### src/rtl/otter_cu_fsm_pkg.sv
// Shared OTTER control definitions: FSM state encoding plus opcode/funct3 constants,
// used by both the sequential control FSM and the combinational decoder.
package otter_pkg;

  typedef enum logic [2:0] {
    ST_INIT  = 3'd0,
    ST_FETCH = 3'd1,
    ST_EXEC  = 3'd2,
    ST_WB    = 3'd3,
    ST_INTR  = 3'd4
  } state_t;

  localparam logic [6:0] OP_RTYPE  = 7'b0110011;
  localparam logic [6:0] OP_ITYPE  = 7'b0010011;
  localparam logic [6:0] OP_LOAD   = 7'b0000011;
  localparam logic [6:0] OP_STORE  = 7'b0100011;
  localparam logic [6:0] OP_BRANCH = 7'b1100011;
  localparam logic [6:0] OP_LUI    = 7'b0110111;
  localparam logic [6:0] OP_AUIPC  = 7'b0010111;
  localparam logic [6:0] OP_JAL    = 7'b1101111;
  localparam logic [6:0] OP_JALR   = 7'b1100111;
  localparam logic [6:0] OP_SYS    = 7'b1110011;

  localparam logic [2:0] F3_CSRRW  = 3'b001;
  localparam logic [2:0] F3_MRET   = 3'b000;

endpackage

### src/rtl/otter_cu_fsm_if.sv
// Control-unit bus: instruction fields and interrupt request in, datapath strobes out.
interface otter_cu_fsm_if #(
  parameter int CNT_W = 32
);
  logic             intr;
  logic [6:0]       ir6_0;
  logic [2:0]       ir14_12;
  logic             PCWrite;
  logic             regWrite;
  logic             memWE2;
  logic             memRDEN1;
  logic             memRDEN2;
  logic             reset;
  logic             csr_WE;
  logic             int_taken;
  logic             mret_exec;
  logic             illegal_op;
  logic [CNT_W-1:0] instret;
  logic [2:0]       state_dbg;

  modport master (
    input  intr, ir6_0, ir14_12,
    output PCWrite, regWrite, memWE2, memRDEN1, memRDEN2, reset,
           csr_WE, int_taken, mret_exec, illegal_op, instret, state_dbg
  );

  modport slave (
    output intr, ir6_0, ir14_12,
    input  PCWrite, regWrite, memWE2, memRDEN1, memRDEN2, reset,
           csr_WE, int_taken, mret_exec, illegal_op, instret, state_dbg
  );
endinterface

### src/rtl/otter_cu_fsm.sv
// OTTER control FSM: sequences FETCH/EXEC/WB/INTR, emits datapath strobes,
// counts retired instructions and flags unsupported opcodes.
module otter_cu_fsm
  import otter_pkg::*;
#(
  parameter int CNT_W = 32
) (
  input  logic          CLK,
  input  logic          RST,
  otter_cu_fsm_if.master bus
);

  state_t           r_state;
  state_t           w_next;
  logic [CNT_W-1:0] r_instret;

  logic w_pc_write, w_reg_write, w_mem_we2, w_mem_rden1, w_mem_rden2;
  logic w_reset, w_csr_we, w_int_taken, w_mret_exec, w_illegal_op;

  always_ff @(posedge CLK) begin
    if (RST) r_state <= ST_INIT;
    else     r_state <= w_next;
  end

  always_comb begin
    w_next       = ST_INIT;
    w_pc_write   = 1'b0;
    w_reg_write  = 1'b0;
    w_mem_we2    = 1'b0;
    w_mem_rden1  = 1'b0;
    w_mem_rden2  = 1'b0;
    w_reset      = 1'b0;
    w_csr_we     = 1'b0;
    w_int_taken  = 1'b0;
    w_mret_exec  = 1'b0;
    w_illegal_op = 1'b0;

    case (r_state)
      ST_INIT: begin
        w_reset = 1'b1;
        w_next  = ST_FETCH;
      end
      ST_FETCH: begin
        w_mem_rden1 = 1'b1;
        w_next      = ST_EXEC;
      end
      ST_EXEC: begin
        w_next = bus.intr ? ST_INTR : ST_FETCH;
        case (bus.ir6_0)
          OP_RTYPE, OP_ITYPE, OP_LUI, OP_AUIPC, OP_JAL, OP_JALR: begin
            w_pc_write  = 1'b1;
            w_reg_write = 1'b1;
          end
          OP_LOAD: begin
            w_mem_rden2 = 1'b1;
            w_next      = ST_WB;
          end
          OP_STORE: begin
            w_mem_we2  = 1'b1;
            w_pc_write = 1'b1;
          end
          OP_BRANCH: w_pc_write = 1'b1;
          OP_SYS: begin
            w_pc_write = 1'b1;
            if (bus.ir14_12 == F3_CSRRW) begin
              w_csr_we    = 1'b1;
              w_reg_write = 1'b1;
            end else if (bus.ir14_12 == F3_MRET) begin
              w_mret_exec = 1'b1;
            end else begin
              w_illegal_op = 1'b1;
            end
          end
          // Unknown or undefined opcodes retire as a NOP so X never reaches the datapath.
          default: begin
            w_illegal_op = 1'b1;
            w_pc_write   = 1'b1;
          end
        endcase
      end
      ST_WB: begin
        w_pc_write  = 1'b1;
        w_reg_write = 1'b1;
        w_next      = bus.intr ? ST_INTR : ST_FETCH;
      end
      ST_INTR: begin
        w_int_taken = 1'b1;
        w_pc_write  = 1'b1;
        w_next      = ST_FETCH;
      end
      default: w_next = ST_INIT;
    endcase

    // A reset arriving mid-instruction aborts it: nothing may commit on that edge.
    if (RST) begin
      w_pc_write   = 1'b0;
      w_reg_write  = 1'b0;
      w_mem_we2    = 1'b0;
      w_mem_rden2  = 1'b0;
      w_csr_we     = 1'b0;
      w_int_taken  = 1'b0;
      w_mret_exec  = 1'b0;
      w_illegal_op = 1'b0;
    end
  end

  always_ff @(posedge CLK) begin
    if (RST)
      r_instret <= '0;
    else if (w_pc_write && (r_state != ST_INTR))
      r_instret <= r_instret + 1'b1;
  end

  assign bus.PCWrite    = w_pc_write;
  assign bus.regWrite   = w_reg_write;
  assign bus.memWE2     = w_mem_we2;
  assign bus.memRDEN1   = w_mem_rden1;
  assign bus.memRDEN2   = w_mem_rden2;
  assign bus.reset      = w_reset;
  assign bus.csr_WE     = w_csr_we;
  assign bus.int_taken  = w_int_taken;
  assign bus.mret_exec  = w_mret_exec;
  assign bus.illegal_op = w_illegal_op;
  assign bus.instret    = r_instret;
  assign bus.state_dbg  = r_state;

endmodule

### src/flat_wrapper.sv
// flat-port wrapper written by rule: the top's interface ports become plain ports
module otter_cu_fsm_flat import otter_pkg::*;
#(
  parameter int CNT_W = 32
)
  (CLK, RST, bus_intr, bus_ir6_0, bus_ir14_12, bus_PCWrite, bus_regWrite, bus_memWE2, bus_memRDEN1, bus_memRDEN2, bus_reset, bus_csr_WE, bus_int_taken, bus_mret_exec, bus_illegal_op, bus_instret, bus_state_dbg);
  otter_cu_fsm_if #(.CNT_W(CNT_W)) bus_i ();
  input  logic CLK;
  input  logic RST;
  input wire logic [$bits(bus_i.intr)-1:0] bus_intr;
  input wire logic [$bits(bus_i.ir6_0)-1:0] bus_ir6_0;
  input wire logic [$bits(bus_i.ir14_12)-1:0] bus_ir14_12;
  output wire logic [$bits(bus_i.PCWrite)-1:0] bus_PCWrite;
  output wire logic [$bits(bus_i.regWrite)-1:0] bus_regWrite;
  output wire logic [$bits(bus_i.memWE2)-1:0] bus_memWE2;
  output wire logic [$bits(bus_i.memRDEN1)-1:0] bus_memRDEN1;
  output wire logic [$bits(bus_i.memRDEN2)-1:0] bus_memRDEN2;
  output wire logic [$bits(bus_i.reset)-1:0] bus_reset;
  output wire logic [$bits(bus_i.csr_WE)-1:0] bus_csr_WE;
  output wire logic [$bits(bus_i.int_taken)-1:0] bus_int_taken;
  output wire logic [$bits(bus_i.mret_exec)-1:0] bus_mret_exec;
  output wire logic [$bits(bus_i.illegal_op)-1:0] bus_illegal_op;
  output wire logic [$bits(bus_i.instret)-1:0] bus_instret;
  output wire logic [$bits(bus_i.state_dbg)-1:0] bus_state_dbg;
  assign bus_i.intr = bus_intr;
  assign bus_i.ir6_0 = bus_ir6_0;
  assign bus_i.ir14_12 = bus_ir14_12;
  assign bus_PCWrite = bus_i.PCWrite;
  assign bus_regWrite = bus_i.regWrite;
  assign bus_memWE2 = bus_i.memWE2;
  assign bus_memRDEN1 = bus_i.memRDEN1;
  assign bus_memRDEN2 = bus_i.memRDEN2;
  assign bus_reset = bus_i.reset;
  assign bus_csr_WE = bus_i.csr_WE;
  assign bus_int_taken = bus_i.int_taken;
  assign bus_mret_exec = bus_i.mret_exec;
  assign bus_illegal_op = bus_i.illegal_op;
  assign bus_instret = bus_i.instret;
  assign bus_state_dbg = bus_i.state_dbg;
  otter_cu_fsm #(.CNT_W(CNT_W)) u_core (.CLK(CLK), .RST(RST), .bus(bus_i));
endmodule
### config.mk
export PLATFORM = sky130hd
export DESIGN_NAME = otter_cu_fsm_flat
export DESIGN_NICKNAME = d
export VERILOG_FILES = /design/src/rtl/otter_cu_fsm_pkg.sv /design/src/rtl/otter_cu_fsm_if.sv /design/src/rtl/otter_cu_fsm.sv /design/src/flat_wrapper.sv
export SDC_FILE = /design/constraint.sdc
export NUM_CORES = 1
export LEC_CHECK = 0
export BUFFER_PORTS_ARGS = -buffer_cell sky130_fd_sc_hd__buf_4
export CAP_MARGIN = 10
export CORE_ASPECT_RATIO = 0.9
export CORE_MARGIN = 5
export CORE_UTILIZATION = 35
export DETAILED_ROUTE_END_ITERATION = 8
export GPL_TIMING_DRIVEN = 0
export RECOVER_POWER = 100
export SLEW_MARGIN = 15
export SYNTH_ARGS = -nofsm -noshare
export SYNTH_HDL_FRONTEND = slang
export SYNTH_SLANG_ARGS = --single-unit
### constraint.sdc
create_clock -name CLK -period 4.05 [get_ports CLK]
set_clock_uncertainty 0.05 [all_clocks]
set_input_delay 0.405 -clock CLK [delete_from_list [all_inputs] [get_ports CLK]]
set_output_delay 0.405 -clock CLK [all_outputs]
set_load 0.05 [all_outputs]
## After elaboration in Yosys (flattened, before gate mapping)

Index checks and enable logic that the tools add are counted.

| word-level totals | value |
|---|---|
| flip-flop bits (word level) | 35 |
| output and inout bits | 45 |
| input port bits | 13 |

| cells by class | value |
|---|---|
| reductions and logical operators | 7 |
| add/subtract/negate cells | 1 |
| eq/ne operators | 16 |
| muxes and demuxes | 33 |

Operators with widths:

| kind | count |
|---|---|
| $add A32 B1 Y32 const B | 1 |
| $eq A7 B7 Y1 const B | 4 |
| $mux W1 | 26 |
| $eq A7 B6 Y1 const B | 3 |
| $eq A7 B5 Y1 const B | 2 |
| $pmux W3 S4 | 1 |
| $reduce_or A9 Y1 | 1 |
| $pmux W1 S2 | 4 |
| $eq A7 B2 Y1 const B | 1 |
| $eq A3 B1 Y1 const B | 2 |
| $eq A3 B2 Y1 const B | 2 |
| $logic_not A3 Y1 | 2 |
| $mux W3 | 2 |
| $reduce_or A6 Y1 | 1 |
| $reduce_or A2 Y1 | 2 |
| $eq A3 B3 Y1 const B | 1 |
| $ne A3 B3 Y1 const B | 1 |
| $logic_and A1 B1 Y1 | 1 |

## Depth between registers and ports, before layout

Gate-level depths: netlist of run 1.

| depth | value |
|---|---|
| depth after elaboration | 6 |
| gate-level depth with buffers | 7 |
| depth with buffers taken out | 6 |

## Worst setup path before layout of run 1

Ideal clock, no wire load.

| path | value |
|---|---|
| path kind | register to output |
| start point | reg u_core.r_state[2], in the netlist u_core.bus.state_dbg[2] |
| end point | out bus_int_taken |
| data arrival time | 2.486 ns |
| path slack | 1.109 ns |
| cell stages (with the launch flop) | 3 |
| data required time | 3.595 ns |
| buffers on the path | 1 |
| cells stage by stage | dfxtp_1 -> buf_4 -> nor4b_1 |

| on the way | value |
|---|---|
| word-level cells in the longest chain between the ends | 3 |

RTL lines:

| element | RTL line | source |
|---|---|---|
| start: declaration | otter_cu_fsm.sv:13 | `state_t r_state;` |
| start signal: assignment | otter_cu_fsm.sv:22 | `else r_state <= w_next;` |
| $eq A3 B3 Y1 | otter_cu_fsm.sv:38 | `case (r_state)` |
| $mux W1 | otter_cu_fsm.sv:38 |  |
| $mux W1 | otter_cu_fsm.sv:95 | `if (RST) begin` |
| end: declaration | flat_wrapper.sv:20 | `output wire logic [$bits(bus_i.int_taken)-1:0] bus_int_taken;` |

Every way passes these cells.

## Final worst setup path of run 1

| path | value |
|---|---|
| start point | reg u_core.r_state[0], in the netlist u_core.bus.state_dbg[0] |
| end point | out bus_PCWrite |

| on the way | value |
|---|---|
| word-level cells in the longest chain between the ends | 4 |

RTL lines:

| element | RTL line | source |
|---|---|---|
| $eq A3 B2 Y1 or $eq A3 B3 Y1 (tied branches) | otter_cu_fsm.sv:38 |  |
| $reduce_or A2 Y1 (no source line) | -- |  |
| $pmux W1 S2 * | otter_cu_fsm.sv:38 |  |
| $mux W1 * | otter_cu_fsm.sv:95 |  |
| end: declaration | flat_wrapper.sv:13 | `output wire logic [$bits(bus_i.PCWrite)-1:0] bus_PCWrite;` |

Every way passes the cells marked *; elsewhere a longest branch is shown, timed or not.

==> results of run 1 <==
==> report_power, final <==
group          internal, W  switching (W)  total [W]
Sequential        0.000347     0.00000272   0.000350
Combinational    0.0000244      0.0000561  0.0000805
Clock             0.000118       0.000131   0.000249
Total             0.000489       0.000190   0.000679
==> state kept, by name (all words and copies together) (netlist names) <==
signal and count:
u_core.bus.state_dbg 3, u_core.bus.instret 32
==> through the flow <==
step / util [%] / std cells
global placement: 45.8 / 356
CTS: 47.4 / 364
detailed placement: 45.8 / 356
global route: 43.7 / 364
finish: 43.7 / 364
floorplan: - / 232
==> metal layers <==
| metal | vias to the layer above | wire [µm] | share of wire (%) | GRT usage (%) |
|---|---|---|---|---|
| li1 | 939 | - | - | - |
| met1 | 839 | 2370 | 49 | 19.3 |
| met2 | 31 | 2230 | 46 | 22.9 |
| met3 | 8 | 201 | 4.1 | 2.99 |
| met4 | 0 | 64 | 1.3 | 4.60 |
| met5 | - | 0 | 0 | 0 |
==> area by class of cell <==
cell class	instances	share of cell area [%]
clock buffers	5	2.98
inverters	6	0.976
flip-flops and latches	35	30.4
well taps	67	3.63
repair buffers	57	11.2
plain buffers	12	3.14
multi-input cells	179	47.0
clock inverters	3	0.650
==> path summary, 6_finish.rpt <==
path                           start                      end  cells after the start  slack [ns]
min                         bus_intr  u_core.bus.state_dbg[2]                      3        0.30
max          u_core.bus.state_dbg[0]              bus_PCWrite                      6        1.01
min reg2reg   u_core.bus.instret[25]   u_core.bus.instret[25]                      2        0.48
max reg2reg  u_core.bus.state_dbg[0]   u_core.bus.instret[23]                      7        1.33
==> cell families after synthesis <==
family	Yosys count	synth area share (%)
AND/OR/NAND/NOR	131	38.2
flip-flops	35	36.7
XOR/XNOR	24	11.0
AO/OA/AOI/OAI	21	7.15
buffers and inverters	18	5.11
multiplexers	2	1.11
adder cells (fa/ha/maj)	1	0.656
==> worst min-delay path, stage by stage <==
cell and delay [ns]:
buf_4 0.08, inv_1 0.04, nor2_1 0.08
==> cells in the mapped netlist, types with 2 or more instances <==
cell type  instances
buf_2              2
and4_1             4
nor4b_1            3
nand4_1            4
nand2b_1           2
nand3_1           12
o21ai_0            6
buf_4              4
inv_1              6
and3_1             4
xnor2_1           23
or3_1              3
nor2_1            40
nand2_1           16
nor4_1            12
nor3_1            13
dfxtp_1           35
clkbuf_1           4
or4_1              2
nand3b_1           2
o31ai_1            2
a21oi_1            9
==> results.toml, run 1 <==
[status]
status = "finished clean"

[route]
detail_route.vias_per_cell = 4.99
ant_nets = 0
vias = 1817
drc = 0
wl_um = 4860
dr.first_iter.drc_count = 62
dr_pass1_iterations = 4
route.detailed.wl_per_inst_um = 13.4

[final_layout]
layout-area-overhead-vs-synth_pct = 21.0
post_route_cells_drive_above_1_share_pct = 11.1
multiInputGateArea_um2 = 1090
ff_latch_area_um2 = 701
nFillCells = 569
total_nets_final = 310
antenna_cells = 0
layout.cells.most_common = "clkbuf_1"
finish.instance_area_um2 = 2310
most-common-layout-cells = "51 x clkbuf_1, 40 x nor2_1, 35 x dfxtp_1"

[timing]
worstMarginPinSlew_ns = 0.968
hold_ws_ns = 0.300
report.final.setup_viol = 0
max_slew_margin_pct = 35.0
rsz0062_at_grt = "false"
final.setup.worst_slack_ns = 1.01
final_min_period_over_clock_period_pct = 75.0
period_minus_slack_ns = 3.04
fin_tns_setup_ns = 0
hold_viol_final = 0
maxClockFrequency_ghz = 0.329
finalMaxSlewViolations = 0

[power_and_ir_drop]
power.leakage_nw = 0.756
irDropWorstVdd_v = 0.000123
power.total_w = 0.000679
power_density_nw_per_um2 = 294

[worst_hold_path]
min_path_type = "input pin to register"

[logic_synthesis]
netlist_area_um2 = 1910
ys_dominant_reg_cell = "dfxtp_1"
synthTopCellsByArea = "dfxtp_1 37%, xnor2_1 11%, nor2_1 7.9%, nor4_1 3.9%, nor3_1 3.4%"
post_synthesis_average_cell_area_um2 = 8.22
synth_largest_area_cell = "dfxtp_1"
synth_edf_count = 0
post_synth_net_total = 246
postSynthRegisterBits = 35
syn-instance-count = 232
synthDominantCellAreaShare_pct = 36.7
yosysSeqAreaShare_pct = 36.7
async_reset_ff_share_pct = 0
ys_warn_count = 0
yosys.cell_types.count = 46

[placement]
numPortBuffers = 57
placement.setup.worst_slack_ns = 1.63
dp_hpwl_um = 3630
placement.cell_area_um2 = 2420
gp_routability_congestion = 0.746

[cts]
clkLatencyLatePin_ns = 0.29
clock_sink_count = 35
cts-htree-levels = 2
clock_tree.buffer_depth = 2
post-cts-setup-buffers = 0
ctsHoldBuffers = 0
clock_tree_from_tritoncts = "done"
cts_buffers = 5
root_buffer = "clkbuf_8"
clk_pin_slew_worst_paths_ns = 0.07
gates_resized_cts_repair = 0

[critical_path]
setup.worst_path.class = "register to output pin"
crit_required_ns = 3.60
worst_path_dominant_cell_family = "simple AND/OR/NAND/NOR gates"
buffers_and_inverters_on_the_worst_path = 2
crit_chain = "clkbuf_1 > or3_1 > nor3_1 > or3b_2 > a21oi_1 > clkbuf_1"
crit_path_top_delay_cell = "nor3_1"
worst_path_most_repeated_cell = "clkbuf_1"
data_arrival_time_of_the_worst_path_ns = 2.58
worstSetupEndpointType = "output pin"
critPathLaunchType = "register"
cp_max_fo = 10
critical_path.max_stage_delay_ns = 0.75

[floorplanning]
dieWidth_um = 87.8
core-area_um2 = 5290
start_util_pct = 36.1
top_level_ports = 58
number_of_rows_created_at_floorplan = 25
design.die.area_um2 = 7030
die_y_extent_um = 80.0

[global_routing]
antenna_found_initial = 0
global_route.usage.total_pct = 14.4
largest_net_degree_at_the_start_of_global_routing = 12
first_pass_grt_wire_length_um = 7980
congestion_overflow_gr = 0
number_of_global_route_vias_before_repair = 1692

[job]
max_cap_viol_count = 0
Power figures use the tool's default switching activity.
==> run 2, diff against run 1 <==
- ABC_AREA: unset -> 1
- clock period: 4.05 -> 2.9 ns (I/O delays scaled with it)
==> run 2 against run 1 <==
Effect of this change: area after synthesis up 33%; largest cell class unchanged; die area up 29%; critical endpoint is now bus_illegal_op; register-to-register slack worse by 0.66 ns; highest routed layer unchanged.
==> results.toml, run 2 <==
[floorplanning]
top_level_ports = 58
number_of_rows_created_at_floorplan = 29
core-area_um2 = 7080
die_y_extent_um = 90.8
dieWidth_um = 99.8
start_util_pct = 35.9
design.die.area_um2 = 9070

[critical_path]
worst_path_most_repeated_cell = "nor2_1"
critPathLaunchType = "register"
crit_path_top_delay_cell = "clkbuf_1"
critical_path.max_stage_delay_ns = 0.48
first_element_of_the_critical_path = "u_core.bus.state_dbg[2]"
worstSetupEndpointType = "output pin"
data_arrival_time_of_the_worst_path_ns = 1.96
timing.rr.start = "u_core.bus.state_dbg[2]"
worst_path_dominant_cell_family = "buffers and inverters"
crit_required_ns = 2.56
buffers_and_inverters_on_the_worst_path = 2
setup.worst_path.class = "register to output pin"
crit_chain = "inv_1 > nand2_1 > nor2_1 > nand3_1 > nor2_1 > clkbuf_1"
cp_max_fo = 5

[timing]
rsz0062_at_grt = "false"
max_slew_margin_pct = 50.4
fin_tns_setup_ns = 0
hold_viol_final = 0
period_minus_slack_ns = 2.30
finalMaxSlewViolations = 0
maxClockFrequency_ghz = 0.434
worstMarginPinSlew_ns = 0.744
report.final.setup_viol = 0
final_min_period_over_clock_period_pct = 79.4

[logic_synthesis]
yosys.area_share.xor_xnor_pct = 4.14
yosysSeqAreaShare_pct = 27.6
ys_warn_count = 0
combinational_family_with_the_most_area_after_synthesis = "simple AND/OR/NAND/NOR gates"
yosys.area_share.adder_pct = 0.492
syn-instance-count = 402
post_synth_most_frequent_cells = "156 x nand2_1, 66 x nor2_1, 35 x dfxtp_1, 20 x nand2_2, 19 x a21oi_2"
synth_largest_area_cell = "dfxtp_1"
async_reset_ff_share_pct = 0
synthTopCellsByArea = "dfxtp_1 28%, nand2_1 23%, nor2_1 9.7%, a21oi_2 6.5%, nand2_2 4.9%"
most_frequent_cell_after_synthesis = "nand2_1"
post_synth_net_total = 416
post_synthesis_average_cell_area_um2 = 6.32
synth_edf_count = 0
muxShareOfSynthArea_pct = 0
ys_dominant_reg_cell = "dfxtp_1"
netlist_area_um2 = 2540
synthDominantCellAreaShare_pct = 27.6
postSynthRegisterBits = 35
synth_area_in_simple_gates_pct = 51.1
synth_compound_gate_area_share_pct = 10.9
yosys.cell_types.count = 32

[worst_hold_path]
min_path_type = "input pin to register"
min_from = "bus_intr"

[cts]
cts-htree-levels = 2
gates_resized_cts_repair = 0
clock_tree.buffer_depth = 2
cts_buffers = 5
clock_tree_from_tritoncts = "done"
clock_sink_count = 35
clkLatencyLatePin_ns = 0.29
ctsHoldBuffers = 0
clk_pin_slew_worst_paths_ns = 0.08
root_buffer = "clkbuf_8"
post-cts-setup-buffers = 0

[final_layout]
total_nets_final = 479
largest_register_ff_count = 32
layout-area-overhead-vs-synth_pct = 17.0
post_route_cells_drive_above_1_share_pct = 14.6
nFillCells = 788
layout.cells.most_common = "nand2_1"
most-common-layout-cells = "157 x nand2_1, 68 x nor2_1, 48 x clkbuf_1"
antenna_cells = 0
non_filler_instance_count_after_layout = 559

[route]
vias = 2743
wl_um = 7370
route.detailed.wl_per_inst_um = 13.2
dr_pass1_iterations = 4
detail_route.vias_per_cell = 4.91
dr.first_iter.drc_count = 121
drc = 0
ant_nets = 0

[global_routing]
congestion_overflow_gr = 0
first_pass_grt_wire_length_um = 12600
antenna_found_initial = 0
largest_net_degree_at_the_start_of_global_routing = 11
global_route.usage.total_pct = 16.9
number_of_global_route_vias_before_repair = 2607

[placement]
dp_hpwl_um = 5870
numPortBuffers = 56
dp.cells = 551
gp_routability_congestion = 0.894

[power_and_ir_drop]
irDropWorstVdd_v = 0.000148
power_density_nw_per_um2 = 338
power.leakage_nw = 1.05

[job]
max_cap_viol_count = 0

[status]
status = "finished clean"
-- run 2: worst paths after layout --
path                                  end  slack, ns  depth (start not counted)
setup / recovery           bus_illegal_op       0.60                          6
hold / removal    u_core.bus.state_dbg[2]       0.17                          3
setup reg to reg   u_core.bus.instret[16]       0.67                          9
hold reg to reg    u_core.bus.instret[31]       0.48                          2
-- run 2: kinds of logic after synthesis --
kind of cell / after synthesis
adders and majority gates: 1
buffers and inverters: 29
DFF: 35
AOI/OAI and AO/OA: 40
xor gates and xnor gates: 12
and+or+nand+nor: 285
-- run 2: worst reg2reg max path, stage by stage (launching register included) --
cell and delay (ns):
dfxtp_1 0.34, inv_1 0.19, nand2_1 0.13, nor2_1 0.28, nand2_1 0.22, nand2_8 0.13
nand3_1 0.24, clkbuf_1 0.31, nand2_1 0.13, a21oi_2 0.06
-- run 2: metrics by stage --
step	hold WS (ns)	worst slack [ns]	utilization (%)	total power (W)	area, µm²
after global routing	0.197	0.369	42.0	0.00106	2970
after global placement	0.441	0.856	43.6	0.000679	3080
after detailed placement	0.450	0.842	43.6	0.000682	3080
after floorplan	0.360	0.297	-	0.000628	2550
final	0.174	0.598	42.0	0.00101	2970
after CTS	0.175	0.815	44.7	0.00104	3170
-- run 2: layout make-up --
class	count	area, µm²	share of cell area (%)
Tap cell	93	116	3.91
Buffer	10	71.3	2.40
Sequential cell	35	701	23.6
Timing Repair Buffer	56	274	9.21
Clock buffer	7	76.3	2.57
Clock inverter	1	5.00	0.168
Multi-Input combinational cell	338	1660	55.8
Inverter	19	71.3	2.40
-- run 2: per-layer routing --
layer	part of all wire, %	track usage, %	vias up
met5	0	0	-
met3	6.4	3.63	7
met1	48	23.6	1268
met2	45	26.4	63
li1	-	-	1405
met4	1.0	4.10	0
-- run 2: report_power, final --
| group | switching (W) | total (W) | internal, W |
|---|---|---|---|
| Clock | 0.000183 | 0.000352 | 0.000169 |
| Combinational | 0.000116 | 0.000160 | 0.0000443 |
| Sequential | 0.00000883 | 0.000495 | 0.000486 |
| Total | 0.000308 | 0.00101 | 0.000699 |
==> run 3, diff against run 2 <==
- clock period: 2.9 -> 1.9 ns (I/O delays scaled with it)
==> run 3 against run 2 <==
Effect of this change: via count fell by 2.0%; worst setup slack got worse by 0.49 ns; core utilization rose by 1.3 points; sequential share of layout area is 0.50 points lower; clock-buffer cell count is 1 lower; largest power group unchanged; global-route usage decreased by 0.18 points; hold slack worse by 0.097 ns; first-iteration DRC count up 40%.
==> results.toml, run 3 (same netlist as run 2, synthesis figures left out) <==
[power_and_ir_drop]
irDropWorstVdd_v = 0.000212
power.sequential.fraction_pct = 48.8
power_density_nw_per_um2 = 508
power_switching_w = 0.000479
share_clk_of_total_power_pct = 34.5
power_report.internal_total_w = 0.00108
power.leakage_nw = 1.09
switching_share_pct = 30.8
pwr-share-comb_pct = 16.7

[job]
max_cap_viol_count = 0

[critical_path]
worst_path_dominant_cell_family = "simple AND/OR/NAND/NOR gates"
crit_required_ns = 1.66
data_arrival_time_of_the_worst_path_ns = 1.55
cp.depth = 8
regToRegEndpoint = "u_core.bus.instret[24]"
worstSetupEndpointType = "output pin"
setup.worst_path.class = "register to output pin"
critical_path.max_stage_delay_ns = 0.34
buffers_and_inverters_on_the_worst_path = 3
cp_max_fo = 8
reg2reg_depth = 10
crit_path_top_delay_cell = "dfxtp_2"
register_to_register_setup_slack_ns = 0.14
first_element_of_the_critical_path = "u_core.bus.state_dbg[2]"
crit_chain = "inv_2 > nand2_2 > nor2_4 > nand2_2 > nand2_8 > nand2_4 > inv_1 > buf_6"
critPathLaunchType = "register"
timing.rr.start = "u_core.bus.state_dbg[2]"
worst_path_most_repeated_cell = "nand2_2"

[final_layout]
post_route_cells_drive_above_1_share_pct = 19.7
antenna_cells = 0
layout-area-overhead-vs-synth_pct = 20.6
non_filler_instance_count_after_layout = 559
total_nets_final = 479
most-common-layout-cells = "155 x nand2_1, 62 x nor2_1, 39 x clkbuf_1"
layout.core_utilization_pct = 43.3
largest_register_ff_count = 32
layout.cells.most_common = "nand2_1"
nFillCells = 812

[global_routing]
largest_net_degree_at_the_start_of_global_routing = 12
antenna_found_initial = 0
first_pass_grt_wire_length_um = 12500
congestion_overflow_gr = 0
number_of_global_route_vias_before_repair = 2531
global_route.usage.total_pct = 16.8

[worst_hold_path]
min_from = "bus_intr"
worstHoldEndpoint = "u_core.bus.state_dbg[2]"
min_path_type = "input pin to register"
min_delay_path_depth = 3

[timing]
period_minus_slack_ns = 1.79
final.setup.worst_slack_ns = 0.110
maxClockFrequency_ghz = 0.559
finalMaxSlewViolations = 0
report.final.setup_viol = 0
hold_viol_final = 0
worstMarginPinSlew_ns = 0.622
max_slew_margin_pct = 58.7
rsz0062_at_grt = "false"
final_min_period_over_clock_period_pct = 94.2

[cts]
cts_buffers = 5
cts-htree-levels = 2
clock_tree_from_tritoncts = "done"
clock_sink_count = 35
ctsHoldBuffers = 0
root_buffer = "clkbuf_8"
clkLatencyLatePin_ns = 0.29
clk_pin_slew_worst_paths_ns = 0.07
clock_tree.buffer_depth = 2

[placement]
numPortBuffers = 56
gp_routability_congestion = 0.917
dp_hpwl_um = 5950
placement.setup.worst_slack_ns = -0.0759
dp.cells = 551

[route]
dr_pass1_iterations = 4
route.detailed.wl_per_inst_um = 13.1
dr.first_iter.drc_count = 169
detail_route.vias_per_cell = 4.81
wl_um = 7340
drc = 0
vias = 2689
ant_nets = 0

[floorplanning]
start_util_pct = 35.9
number_of_rows_created_at_floorplan = 29
design.die.area_um2 = 9070
dieWidth_um = 99.8
top_level_ports = 58
core-area_um2 = 7080
die_y_extent_um = 90.8

[status]
status = "finished clean"
## run 3: cell types whose count changed in the layout (fill, tap and decap cells not counted), moves of 3 or more
cell / change
a21oi_2: -5
clkbuf_4: +3
clkbuf_1: -9
clkbuf_2: +5
nor2_2: +5
dfxtp_2: +5
dfxtp_1: -5
nor2_1: -6
a21oi_1: +5
## run 3: tightest hold or removal path, stage by stage
cell	delay (ns)
buf_4	0.08
nand2_1	0.04
nor2_1	0.07
## run 3: how the worst max path moves through the flow
stage | endpoint | slack (ns)
3_3_place_gp | u_core.bus.instret[16] | -0.05
6_report | bus_PCWrite | 0.11
2_1_floorplan | bus_csr_WE | -0.04
3_5_place_dp | u_core.bus.instret[16] | -0.08
5_1_grt | u_core.bus.instret[24] | 0.01
4_1_cts | u_core.bus.instret[16] | 0.02
## run 3: power by group through the flow
stage	clock (W)	sequential (W)	combinational, W
2_1_floorplan	0	0.000801	0.000164
3_3_place_gp	0	0.000775	0.000269
3_5_place_dp	0	0.000775	0.000271
4_1_cts	0.000556	0.000758	0.000272
5_1_grt	0.000599	0.000761	0.000282
6_report	0.000537	0.000760	0.000260
## run 3: through the flow
stage               hold slack (ns)  TNS [ns]  power, W  area [µm²]
global placement              0.376   -0.0482   0.00104        3130
floorplan                     0.253   -0.0772  0.000965        2600
detailed placement            0.375   -0.0759   0.00105        3130
CTS                          0.0749         0   0.00159        3220
finish                       0.0762         0   0.00156        3070
global route                 0.0910         0   0.00164        3070
## run 3: final cells by class
cell class                 instances  area, µm²  area share [%]
multi-input combinational        338       1720            56.1
sequential                        35        707            23.1
timing repair buffer              56        289            9.43
clock inverter                     2       12.5           0.408
buffer                            10       77.6            2.53
inverter                          19       71.3            2.33
clock buffer                       6       72.6            2.37
tap                               93        116            3.80
## run 3: repair_timing
action | 4_1_cts | 5_1_grt
pin swaps | 0 | 1
endpoints found under the setup margin | 1 | 12
buffers inserted | 0 | 0
resized for setup | 2 | 10
## run 3: per-layer routing
layer  wire (µm)  part of all wire (%)  GRT usage (%)
met1        3660                    50           24.1
met2        3210                    44           25.8
met3         419                   5.7           3.63
met4          46                  0.63           2.73
met5           0                     0              0
